[config.mk]
export PLATFORM = sky130hd
export DESIGN_NAME = conv_bcd_bin_flat
export DESIGN_NICKNAME = d
export VERILOG_FILES = /design/src/rtl/conv_bcd_bin_if.sv /design/src/rtl/conv_bcd_bin.sv /design/src/flat_wrapper.sv
export SDC_FILE = /design/constraint.sdc
export NUM_CORES = 1
export LEC_CHECK = 0
export ABC_AREA = 1
export CORE_AREA = 2 2 54 56
export DETAILED_ROUTE_END_ITERATION = 6
export DIE_AREA = 0 0 56 58
export PLACE_DENSITY = 0.88
export SYNTH_ARGS = -nofsm -noshare
export SYNTH_HDL_FRONTEND = slang
export SYNTH_SLANG_ARGS = --single-unit
[constraint.sdc]
create_clock -name clk -period 3 [get_ports clk]
set_input_delay 0.6 -clock clk [delete_from_list [all_inputs] [get_ports clk]]
set_output_delay 0.6 -clock clk [all_outputs]
set_load 0.02 [all_outputs]
[src/rtl/conv_bcd_bin_if.sv]
// Request/response bundle for the BCD-to-binary converter.
// The requester drives inicio/dato_bcd; the converter returns status and result.
interface conv_bcd_bin_if #(
  parameter int DIGITS = 2,
  parameter int BIN_W  = 7
);
  logic                  inicio;
  logic [4*DIGITS-1:0]   dato_bcd;
  logic                  ocupado;
  logic                  listo;
  logic [BIN_W-1:0]      dato_bin;
  logic                  error_bcd;

  modport master (
    output inicio, dato_bcd,
    input  ocupado, listo, dato_bin, error_bcd
  );

  modport slave (
    input  inicio, dato_bcd,
    output ocupado, listo, dato_bin, error_bcd
  );
endinterface

[src/rtl/conv_bcd_bin.sv]
// Sequential packed-BCD to binary converter (reverse double-dabble, one bit per clock).
// Operands with any nibble above 9 are flagged and return all-ones instead of a value.
module conv_bcd_bin #(
  parameter int DIGITS = 2,
  parameter int BIN_W  = 7
) (
  input  logic               clk,
  input  logic               reset,
  conv_bcd_bin_if.slave      bus
);
  localparam int BCD_W = 4 * DIGITS;
  localparam int CNT_W = $clog2(BIN_W + 1);

  localparam logic [1:0] S_IDLE  = 2'd0;
  localparam logic [1:0] S_CHECK = 2'd1;
  localparam logic [1:0] S_SHIFT = 2'd2;
  localparam logic [1:0] S_DONE  = 2'd3;

  logic [1:0]             state_reg, state_next;
  logic [BCD_W-1:0]       bcd_reg;
  logic [BIN_W-1:0]       bin_reg;
  logic [CNT_W-1:0]       cnt_reg;
  logic                   err_reg;
  logic                   listo_reg;
  logic [BIN_W-1:0]       dato_bin_reg;
  logic                   error_bcd_reg;

  logic [BCD_W+BIN_W-1:0] shifted;
  logic [BCD_W-1:0]       sh_bcd;
  logic [BIN_W-1:0]       sh_bin;
  logic [BCD_W-1:0]       adj_bcd;
  logic [DIGITS-1:0]      nib_bad;
  logic                   load;

  assign shifted = {bcd_reg, bin_reg} >> 1;
  assign sh_bcd  = shifted[BCD_W+BIN_W-1:BIN_W];
  assign sh_bin  = shifted[BIN_W-1:0];

  // Per-digit correction after the shift: a digit that picked up a carried-in 8 is worth 5.
  for (genvar gi = 0; gi < DIGITS; gi++) begin : g_digit
    assign adj_bcd[gi*4 +: 4] = (sh_bcd[gi*4 +: 4] >= 4'd8) ? (sh_bcd[gi*4 +: 4] - 4'd3)
                                                           : sh_bcd[gi*4 +: 4];
    assign nib_bad[gi] = (bcd_reg[gi*4 +: 4] > 4'd9);
  end

  assign load = bus.inicio && ((state_reg == S_IDLE) || (state_reg == S_DONE));

  always_comb begin
    state_next = state_reg;
    case (state_reg)
      S_IDLE:  if (bus.inicio) state_next = S_CHECK;
      S_CHECK: state_next = (|nib_bad) ? S_DONE : S_SHIFT;
      S_SHIFT: if (cnt_reg == CNT_W'(BIN_W - 1)) state_next = S_DONE;
      S_DONE:  state_next = bus.inicio ? S_CHECK : S_IDLE;
      default: state_next = S_IDLE;
    endcase
  end

  always_ff @(posedge clk) begin
    if (!reset) begin
      state_reg     <= S_IDLE;
      bcd_reg       <= '0;
      bin_reg       <= '0;
      cnt_reg       <= '0;
      err_reg       <= 1'b0;
      listo_reg     <= 1'b0;
      dato_bin_reg  <= '0;
      error_bcd_reg <= 1'b0;
    end else begin
      state_reg <= state_next;
      listo_reg <= 1'b0;
      // DONE publishes the previous result on the same edge a new operand may be loaded.
      if (state_reg == S_DONE) begin
        listo_reg     <= 1'b1;
        dato_bin_reg  <= err_reg ? {BIN_W{1'b1}} : bin_reg;
        error_bcd_reg <= err_reg;
      end
      if (load) begin
        bcd_reg <= bus.dato_bcd;
        bin_reg <= '0;
        cnt_reg <= '0;
        err_reg <= 1'b0;
      end
      if (state_reg == S_CHECK) begin
        err_reg <= |nib_bad;
      end
      if (state_reg == S_SHIFT) begin
        bcd_reg <= adj_bcd;
        bin_reg <= sh_bin;
        cnt_reg <= cnt_reg + 1'b1;
      end
    end
  end

  assign bus.ocupado   = (state_reg == S_CHECK) || (state_reg == S_SHIFT);
  assign bus.listo     = listo_reg;
  assign bus.dato_bin  = dato_bin_reg;
  assign bus.error_bcd = error_bcd_reg;
endmodule

[src/flat_wrapper.sv]
// flat-port wrapper written by rule: the top's interface ports become plain ports
module conv_bcd_bin_flat 
#(
  parameter int DIGITS = 2,
  parameter int BIN_W  = 7
)
  (clk, reset, bus_inicio, bus_dato_bcd, bus_ocupado, bus_listo, bus_dato_bin, bus_error_bcd);
  conv_bcd_bin_if #(.DIGITS(DIGITS), .BIN_W(BIN_W)) bus_i ();
  input  logic clk;
  input  logic reset;
  input wire logic [$bits(bus_i.inicio)-1:0] bus_inicio;
  input wire logic [$bits(bus_i.dato_bcd)-1:0] bus_dato_bcd;
  output wire logic [$bits(bus_i.ocupado)-1:0] bus_ocupado;
  output wire logic [$bits(bus_i.listo)-1:0] bus_listo;
  output wire logic [$bits(bus_i.dato_bin)-1:0] bus_dato_bin;
  output wire logic [$bits(bus_i.error_bcd)-1:0] bus_error_bcd;
  assign bus_i.inicio = bus_inicio;
  assign bus_i.dato_bcd = bus_dato_bcd;
  assign bus_ocupado = bus_i.ocupado;
  assign bus_listo = bus_i.listo;
  assign bus_dato_bin = bus_i.dato_bin;
  assign bus_error_bcd = bus_i.error_bcd;
  conv_bcd_bin #(.DIGITS(DIGITS), .BIN_W(BIN_W)) u_core (.clk(clk), .reset(reset), .bus(bus_i));
endmodule
==> results.py, run 1 <==
metrics = {
    "sta": {
        "fin_skew_ns": 0.0146,
        "setup_slack_ns": 0.627,
        "slew-limit-headroom": 0.515,
        "finalHoldViolCount": 0,
        "rsz0062_at_grt": "no",
        "finalSetupViolCount": 0,
        "period_share": 0.791,
        "period_minus_slack_ns": 2.37,
        "worst_slew_pin_slew_ns": 0.727,
        "finalSetupTns_ns": 0,
        "drv_slew": 0,
        "fmax_mhz": 421,
    },
    "clocking": {
        "clockBufferDepth": 2,
        "ctsHoldBuffers": 0,
        "cts_resized": 0,
        "numCtsBuffers": 5,
        "clk_latency_ns": 0.34,
        "cts_setup_buffers": 0,
        "clkSinkCount": 30,
        "h-tree-depth": 2,
        "cts-root-buf": "clkbuf_4",
        "path_clk_slew_ns": 0.10,
        "cts_tree": "done",
    },
    "worst_hold_path": {
        "whs_path_depth": 2,
        "hp-class": "flip-flop to flip-flop",
        "min-delay-start": "u_core.bin_reg[2]$_SDFFE_PN0P_",
    },
    "setup_path": {
        "cp-end-kind": "output port",
        "r2r-start": "u_core.state_reg[0]$_SDFFE_PN0P_",
        "cp-start-kind": "flip-flop",
        "crit_start": "u_core.state_reg[1]$_SDFFE_PN0P_",
        "cpPeakStageDelay_ns": 0.62,
        "crit_chain": "inv_1, ha_1, clkdlybuf4s50_1",
        "cp_max_fo": 4,
        "r2r_cells": 7,
        "worstSetupPathType": "flip-flop to output port",
        "cpMaxStageDelayCell": "clkdlybuf4s50_1",
        "critical_path_required_ns": 2.40,
        "crit_arrival_ns": 1.77,
    },
    "floorplanning": {
        "ioPinCount": 21,
        "die_x_microns": 56,
        "initial_core_util": 0.526,
        "row_count": 19,
        "die_h_microns": 58,
        "core_sq_mm": 0.00266,
        "die_area_sq_mm": 0.00325,
    },
    "grt": {
        "grt_pass1_wl_microns": 4850,
        "grt_pass1_vias": 1189,
        "grt_max_degree": 18,
        "track_usage": 0.196,
        "antenna_found_initial": 0,
        "grt-ovfl-total": 0,
    },
    "route": {
        "final_antenna_net_count": 0,
        "wl_per_cell_microns": 11.6,
        "wl_microns": 2810,
        "first_iter_violations": 45,
        "vias_per_cell": 5.13,
        "vias": 1242,
        "drcViolationCount": 0,
        "firstDrtPassIters": 4,
    },
    "synthesis": {
        "synth_fa_ha_area_frac": 0.0804,
        "yosys.area.top_type_share": 0.429,
        "avgSynthCellArea_sq_um": 7.45,
        "ys_seq_area_frac": 0.429,
        "synthMuxAreaShare": 0,
        "yosys-top-cells-area": "dfxtp_1 (43%), nand2_1 (14%), ha_1 (8.0%), a21oi_1 (6.8%), nand3_1 (5.0%)",
        "syn_nets": 208,
        "synth_area_sq_mm": 0.00140,
        "synth_simple_gate_area_frac": 0.266,
        "synth_xor_area_frac": 0.00625,
        "synthCells": 188,
        "ys_warn_count": 0,
        "synth_top_family_by_area": "simple AND/OR/NAND/NOR gates",
        "ys_ff_latch": 30,
        "yosysTopAreaCell": "dfxtp_1",
        "ys_types": 21,
        "synth_compound_area_frac": 0.135,
    },
    "placement": {
        "place_ws_ns": 0.984,
        "port_buffers": 20,
        "gp_congestion": 0.820,
        "dp_hpwl_microns": 2060,
    },
    "cells_and_area": {
        "diodes": 0,
        "layout-drive-gt1-share": 0.0664,
        "syn_to_final_growth_pct": 20.5,
        "largest_reg_flops": 8,
        "layout.nets": 231,
    },
    "pwr": {
        "power_density_mw_per_mm2": 825,
        "leakagePower_nw": 0.714,
        "ir_drop_v": 0.000610,
    },
    "status": {
        "status": "finished clean",
    },
    "job": {
        "maxCapViolations": 0,
    },
}
## placed cells by master, fill, tap and decap left out
cell type,synthesis,final
buf_4,1,1
a21oi_2,1,1
or2_1,1,1
dfxtp_1,30,30
nor2_1,14,14
nand2_1,52,52
nand3_1,14,14
o21ai_0,13,13
clkbuf_8,0,1
inv_4,1,1
bufinv_16,0,1
ha_1,9,9
nand2_4,2,2
xor2_1,1,1
o21ai_1,1,1
clkbuf_4,0,5
a21oi_1,19,19
nor2_4,1,1
clkdlybuf4s50_1,0,20
a21boi_0,2,2
nor3_1,3,3
inv_1,18,18
inv_2,1,1
## layout make-up
| cell class | instances | area, sq um |
|---|---|---|
| Tap cell | 31 | 38.8 |
| Clock buffer | 6 | 51.3 |
| Clock inverter | 1 | 30.0 |
| Inverter | 20 | 77.6 |
| Fill cell | 230 | 973 |
| Timing Repair Buffer | 21 | 208 |
| Sequential cell | 30 | 601 |
| Multi-Input combinational cell | 133 | 683 |
## power breakdown
group | internal [W] | total (W) | switching [W] | leakage, nW
clock | 0.000194 | 0.000330 | 0.000136 | 0.0443
sequential | 0.000469 | 0.000536 | 0.0000673 | 0.244
combinational | 0.000186 | 0.000528 | 0.000342 | 0.426
## worst max-delay path: cells and delay by family (launching register included)
family                     cells  cell delay [ns]
buffers and inverters          2             0.71
DFF                            1             0.39
adders and majority gates      1             0.34
## synthesized netlist by cell type
| library cell | n |
|---|---|
| nor2_1 | 14 |
| buf_6 | 2 |
| xor2_1 | 1 |
| o21ai_1 | 1 |
| a21oi_2 | 1 |
| or2_1 | 1 |
| nand2_1 | 52 |
| nor2_4 | 1 |
| nor3_1 | 3 |
| buf_2 | 2 |
| o21ai_0 | 13 |
| nand2_4 | 2 |
| inv_2 | 1 |
| a21boi_0 | 2 |
| nand3_1 | 14 |
| inv_1 | 18 |
| ha_1 | 9 |
| buf_4 | 1 |
| inv_4 | 1 |
| a21oi_1 | 19 |
| dfxtp_1 | 30 |
## cells by family after synthesis
group           after synthesis
simple gates                 87
fa+ha+maj                     9
compound gates               36
buf+inv                      25
xor+xnor                      1
flops                        30
## per-stage QoR
step,total power [W],hold slack (ns),utilization,instance area (sq um),cells
finish,0.00139,0.470,0.634,1690,242
detailed placement,0.00107,0.461,0.604,1610,235
floorplan,0.000957,0.437,-,1400,188
global placement,0.00105,0.451,0.604,1610,235
CTS,0.00140,0.473,0.634,1690,242
global route,0.00151,0.501,0.634,1690,242
## layer usage
layer | global-route usage | wire [microns] | vias up
li1 | - | - | 643
met1 | 0.219 | 1250 | 568
met2 | 0.321 | 1370 | 25
met3 | 0.0714 | 129 | 6
met4 | 0.119 | 64 | 0
met5 | 0 | 0 | -
## path summary, 6_finish.rpt
check	slack, ns	end
min reg2reg	0.47	u_core.bin_reg[1]$_SDFFE_PN0P_
min	0.47	u_core.bin_reg[1]$_SDFFE_PN0P_
max reg2reg	1.20	u_core.bin_reg[6]$_SDFFE_PN0P_
max	0.63	bus_ocupado
No activity file was read; power rests on OpenSTA's default activity.
==> run 2, diff against run 1 <==
Settings changed: CORE_AREA 2 2 54 56 to 2 2 55 57, DIE_AREA 0 0 56 58 to 0 0 57 59, PLACE_DENSITY 0.88 to 0.86.
Clock period 3 ns to 2.27 ns, I/O delays scaled along.
==> results.py, run 2 (synthesis results as in run 1) <==
metrics = {
    "status": {
        "status": "finished clean",
    },
    "grt": {
        "track_usage": 0.196,
        "grt_pass1_wl_microns": 5030,
        "grt_max_degree": 16,
        "grt-ovfl-total": 0,
        "grt_pass1_vias": 1159,
        "antenna_found_initial": 0,
    },
    "sta": {
        "fin_skew_ns": 0.00125,
        "period_share": 0.812,
        "finalSetupViolCount": 0,
        "drv_slew": 0,
        "finalSetupTns_ns": 0,
        "slew-limit-headroom": 0.667,
        "rsz0062_at_grt": "no",
        "period_minus_slack_ns": 1.84,
        "fmax_mhz": 543,
        "worst_slew_pin_slew_ns": 0.500,
        "finalHoldViolCount": 0,
        "setup_slack_ns": 0.427,
    },
    "pwr": {
        "p_int_w": 0.00102,
        "switchingPower_w": 0.000742,
        "power_switching_share": 0.421,
        "power_frac_clock": 0.191,
        "comb_power_share": 0.409,
        "power_density_mw_per_mm2": 1050,
        "leakagePower_nw": 0.721,
        "p_seq_frac": 0.401,
        "ir_drop_v": 0.000798,
    },
    "clocking": {
        "path_clk_slew_ns": 0.09,
        "clk_latency_ns": 0.33,
        "clockBufferDepth": 2,
        "cts-root-buf": "clkbuf_4",
        "cts_setup_buffers": 0,
        "h-tree-depth": 2,
        "numCtsBuffers": 5,
        "cts_tree": "done",
        "clkSinkCount": 30,
    },
    "route": {
        "final_antenna_net_count": 0,
        "first_iter_violations": 58,
        "vias": 1229,
        "wl_microns": 2840,
        "drcViolationCount": 0,
        "firstDrtPassIters": 4,
        "vias_per_cell": 5.04,
        "wl_per_cell_microns": 11.6,
    },
    "placement": {
        "gp_congestion": 0.804,
        "place_ws_ns": 0.411,
        "port_buffers": 20,
        "dp_hpwl_microns": 2020,
    },
    "floorplanning": {
        "die_x_microns": 57,
        "core_sq_mm": 0.00271,
        "row_count": 19,
        "die_h_microns": 59,
        "ioPinCount": 21,
        "initial_core_util": 0.517,
        "die_area_sq_mm": 0.00336,
    },
    "cells_and_area": {
        "layout.nets": 232,
        "fillerInstances": 254,
        "diodes": 0,
        "largest_reg_flops": 8,
        "layout-drive-gt1-share": 0.0751,
        "syn_to_final_growth_pct": 20.0,
        "layout_commonest_cell": "nand2_1",
        "mostFrequentLayoutCells": "nand2_1 (52), dfxtp_1 (30), a21oi_1 (19), clkdlybuf4s50_1 (19), inv_1 (18)",
    },
    "worst_hold_path": {
        "hp-class": "flip-flop to flip-flop",
    },
    "setup_path": {
        "critical_path_required_ns": 1.82,
        "crit_arrival_ns": 1.39,
        "worstSetupPathType": "flip-flop to output port",
        "cp-end-kind": "output port",
        "cp_max_fo": 4,
        "cp-start-kind": "flip-flop",
    },
    "job": {
        "maxCapViolations": 0,
    },
}
==> run 2: cell types whose count changed in the layout (fill, tap and decap cells not counted) <==
cell             previous run  this run
bufinv_16                   1         0
clkinvlp_4                  0         1
dlymetal6s2s_1              0         1
clkinv_2                    0         1
buf_4                       1         2
clkdlybuf4s50_1            20        19
==> run 2: path summary, 6_finish.rpt <==
| check | start | endpoint | slack, ns | cells after the start |
|---|---|---|---|---|
| max reg2reg | u_core.state_reg[0]$_SDFFE_PN0P_ | u_core.bcd_reg[3]$_SDFFE_PN0P_ | 0.66 | 7 |
| max | u_core.state_reg[0]$_SDFFE_PN0P_ | bus_ocupado | 0.43 | 3 |
| min reg2reg | u_core.bin_reg[0]$_SDFFE_PN0P_ | u_core.bin_reg[0]$_SDFFE_PN0P_ | 0.47 | 2 |
| min | u_core.bin_reg[0]$_SDFFE_PN0P_ | u_core.bin_reg[0]$_SDFFE_PN0P_ | 0.47 | 2 |
==> run 2: cell type report <==
cell class	count	area, sq um	area share
Clock inverter	2	12.5	0.00744
Multi-Input combinational cell	133	683	0.406
Tap cell	31	38.8	0.0231
Timing Repair Buffer	22	218	0.129
Clock buffer	6	51.3	0.0305
Inverter	20	77.6	0.0461
Sequential cell	30	601	0.357
==> run 2: worst max-delay path, stage by stage (launching register included) <==
cell and delay [ns]:
dfxtp_1 0.38, inv_1 0.10, ha_1 0.34, dlymetal6s2s_1 0.24
==> run 2: metrics by stage <==
stage	total power, W	cells	area [sq um]	hold WS [ns]	util
3_5_place_dp	0.00143	236	1620	0.455	0.596
2_1_floorplan	0.00126	188	1400	0.437	-
5_1_grt	0.00192	244	1680	0.494	0.620
3_3_place_gp	0.00141	236	1620	0.449	0.596
6_report	0.00176	244	1680	0.470	0.620
4_1_cts	0.00177	244	1680	0.469	0.620
==> run 2: what timing repair did <==
action	CTS	global route
hold endpoints to repair	0	0
gates resized for setup	0	1
endpoints found under the setup margin	0	1
hold buffers	0	0
==> run 2: routing by layer <==
layer,up-vias,track usage,wire length (microns),part of all wire
met1,548,0.245,1290,0.46
li1,650,-,-,-
met4,0,0.0831,42,0.015
met3,4,0.0611,145,0.051
met2,27,0.317,1360,0.48
met5,-,0,0,0
==> run 2: power by group through the flow <==
stage               clock network, W  logic, W  registers [W]
global route                0.000374  0.000821       0.000724
global placement                   0  0.000700       0.000712
finish                      0.000336  0.000720       0.000705
detailed placement                 0  0.000716       0.000718
CTS                         0.000340  0.000723       0.000706
floorplan                          0  0.000567       0.000698
==> run 3, diff against run 2 <==
Clock period 2.27 ns to 1.7 ns, I/O delays scaled along.
==> results.py, run 3 (synthesis results as in run 1) <==
metrics = {
    "cells_and_area": {
        "utilization": 0.639,
        "fillerInstances": 239,
        "layout-drive-gt1-share": 0.110,
        "diodes": 0,
        "layout_commonest_cell": "nand2_1",
        "layout.nets": 238,
        "syn_to_final_growth_pct": 23.7,
        "mostFrequentLayoutCells": "nand2_1 (52), dfxtp_1 (29), a21oi_1 (19), clkdlybuf4s50_1 (19), inv_1 (18)",
        "largest_reg_flops": 8,
    },
    "route": {
        "final_antenna_net_count": 0,
        "firstDrtPassIters": 4,
        "drcViolationCount": 0,
        "wl_per_cell_microns": 11.5,
        "vias": 1257,
        "vias_per_cell": 5.03,
        "first_iter_violations": 48,
        "wl_microns": 2880,
    },
    "clocking": {
        "numCtsBuffers": 5,
        "cts-root-buf": "clkbuf_4",
        "cts_tree": "done",
        "clkSinkCount": 30,
        "h-tree-depth": 2,
        "clk_latency_ns": 0.33,
        "cts_setup_buffers": 0,
        "clockBufferDepth": 2,
        "path_clk_slew_ns": 0.10,
    },
    "grt": {
        "grt_pass1_wl_microns": 4840,
        "grt-ovfl-total": 0,
        "grt_pass1_vias": 1133,
        "antenna_found_initial": 0,
        "track_usage": 0.193,
        "grt_max_degree": 13,
    },
    "setup_path": {
        "cp-start-kind": "flip-flop",
        "crit_chain": "clkdlybuf4s50_1",
        "cpPeakStageDelay_ns": 0.61,
        "cp_max_fo": 2,
        "r2r_end": "u_core.bcd_reg[3]$_SDFFE_PN0P_",
        "critical_path_depth": 1,
        "crit_arrival_ns": 1.30,
        "critPathTopFamily": "buffers and inverters",
        "path_buf_inv": 1,
        "cpMaxStageDelayCell": "clkdlybuf4s50_1",
        "r2r-start": "u_core.state_reg[1]$_SDFFE_PN0P_",
        "r2r_slack_ns": 0.17,
        "cp-end-kind": "output port",
        "r2r_cells": 9,
        "critical_path_required_ns": 1.36,
        "worstSetupPathType": "flip-flop to output port",
    },
    "pwr": {
        "p_seq_frac": 0.386,
        "leakagePower_nw": 0.745,
        "switchingPower_w": 0.00101,
        "p_int_w": 0.00143,
        "power_switching_share": 0.415,
        "comb_power_share": 0.430,
        "power_density_mw_per_mm2": 1410,
        "ir_drop_v": 0.00118,
        "power_frac_clock": 0.184,
    },
    "sta": {
        "period_minus_slack_ns": 1.64,
        "fmax_mhz": 610,
        "slew-limit-headroom": 0.822,
        "drv_slew": 0,
        "finalSetupViolCount": 0,
        "rsz0062_at_grt": "no",
        "worst_hold_slack_ns": 0.461,
        "finalSetupTns_ns": 0,
        "worst_slew_pin_slew_ns": 0.267,
        "finalHoldViolCount": 0,
        "setup_slack_ns": 0.0609,
        "fin_skew_ns": 0.0118,
        "period_share": 0.964,
    },
    "placement": {
        "dp_hpwl_microns": 2170,
        "place_ws_ns": 0.0581,
        "gp_congestion": 0.788,
        "port_buffers": 20,
    },
    "worst_hold_path": {
        "worstHoldEndpoint": "u_core.bin_reg[3]$_SDFFE_PN0P_",
        "hp-class": "flip-flop to flip-flop",
        "whs_path_depth": 2,
        "min-delay-start": "u_core.bin_reg[4]$_SDFFE_PN0P_",
    },
    "status": {
        "status": "finished clean",
    },
    "floorplanning": {
        "die_x_microns": 57,
        "die_area_sq_mm": 0.00336,
        "die_h_microns": 59,
        "ioPinCount": 21,
        "row_count": 19,
        "core_sq_mm": 0.00271,
        "initial_core_util": 0.517,
    },
    "job": {
        "maxCapViolations": 0,
    },
}
==> run 3: repair_timing <==
action | in CTS | in global routing
hold buffers | 0 | 0
resized for setup | 3 | 2
endpoints found under the setup margin | 1 | 2
cloned | 0 | 0
==> run 3: worst max-delay path by stage <==
stage	slack, ns	startpoint	end
4_1_cts	0.009	u_core.state_reg[0]$_SDFFE_PN0P_	bus_ocupado
3_3_place_gp	0.09	u_core.state_reg[0]$_SDFFE_PN0P_	bus_ocupado
2_1_floorplan	0.22	u_core.state_reg[0]$_SDFFE_PN0P_	u_core.bcd_reg[3]$_SDFFE_PN0P_
6_report	0.06	u_core.bus.error_bcd$_SDFFE_PN0N_	bus_error_bcd
5_1_grt	0.02	u_core.bus.dato_bin[5]$_SDFFE_PN0N_	bus_dato_bin[5]
3_5_place_dp	0.06	u_core.state_reg[0]$_SDFFE_PN0P_	bus_ocupado
==> run 3: tightest hold or removal path, delay by kind of cell (launching register included) <==
| family | cells | cell delay [ns] |
|---|---|---|
| AND/OR/NAND/NOR | 1 | 0.05 |
| flip-flops | 1 | 0.33 |
| AO/OA/AOI/OAI | 1 | 0.05 |
==> run 3: layout make-up <==
cell class	count	area (sq um)	share of cell area
multi-input combinational	133	683	0.394
sequential	30	602	0.347
timing repair buffer	28	268	0.155
inverter	20	77.6	0.0448
clock buffer	6	51.3	0.0296
tap	31	38.8	0.0224
clock inverter	2	12.5	0.00722
==> run 3: power by group through the flow <==
stage	Clock [W]	Combinational, W	Sequential [W]
finish	0.000448	0.00105	0.000940
global route	0.000494	0.00118	0.000964
CTS	0.000461	0.00107	0.000937
detailed placement	0	0.00106	0.000954
global placement	0	0.00103	0.000940
floorplan	0	0.000757	0.000932
==> run 3: through the flow <==
stage	power, W	instances	instance area, sq um
after detailed placement	0.00201	242	1670
final	0.00244	250	1730
after CTS	0.00246	250	1740
after global routing	0.00263	250	1730
after global placement	0.00197	242	1670
after floorplan	0.00169	188	1400
==> run 3: layer usage <==
metal | vias to the layer above | wire, microns | track usage
met5 | - | 0 | 0
met4 | 0 | 61 | 0.106
met3 | 4 | 122 | 0.0590
met2 | 28 | 1410 | 0.317
met1 | 565 | 1290 | 0.226
li1 | 660 | - | -
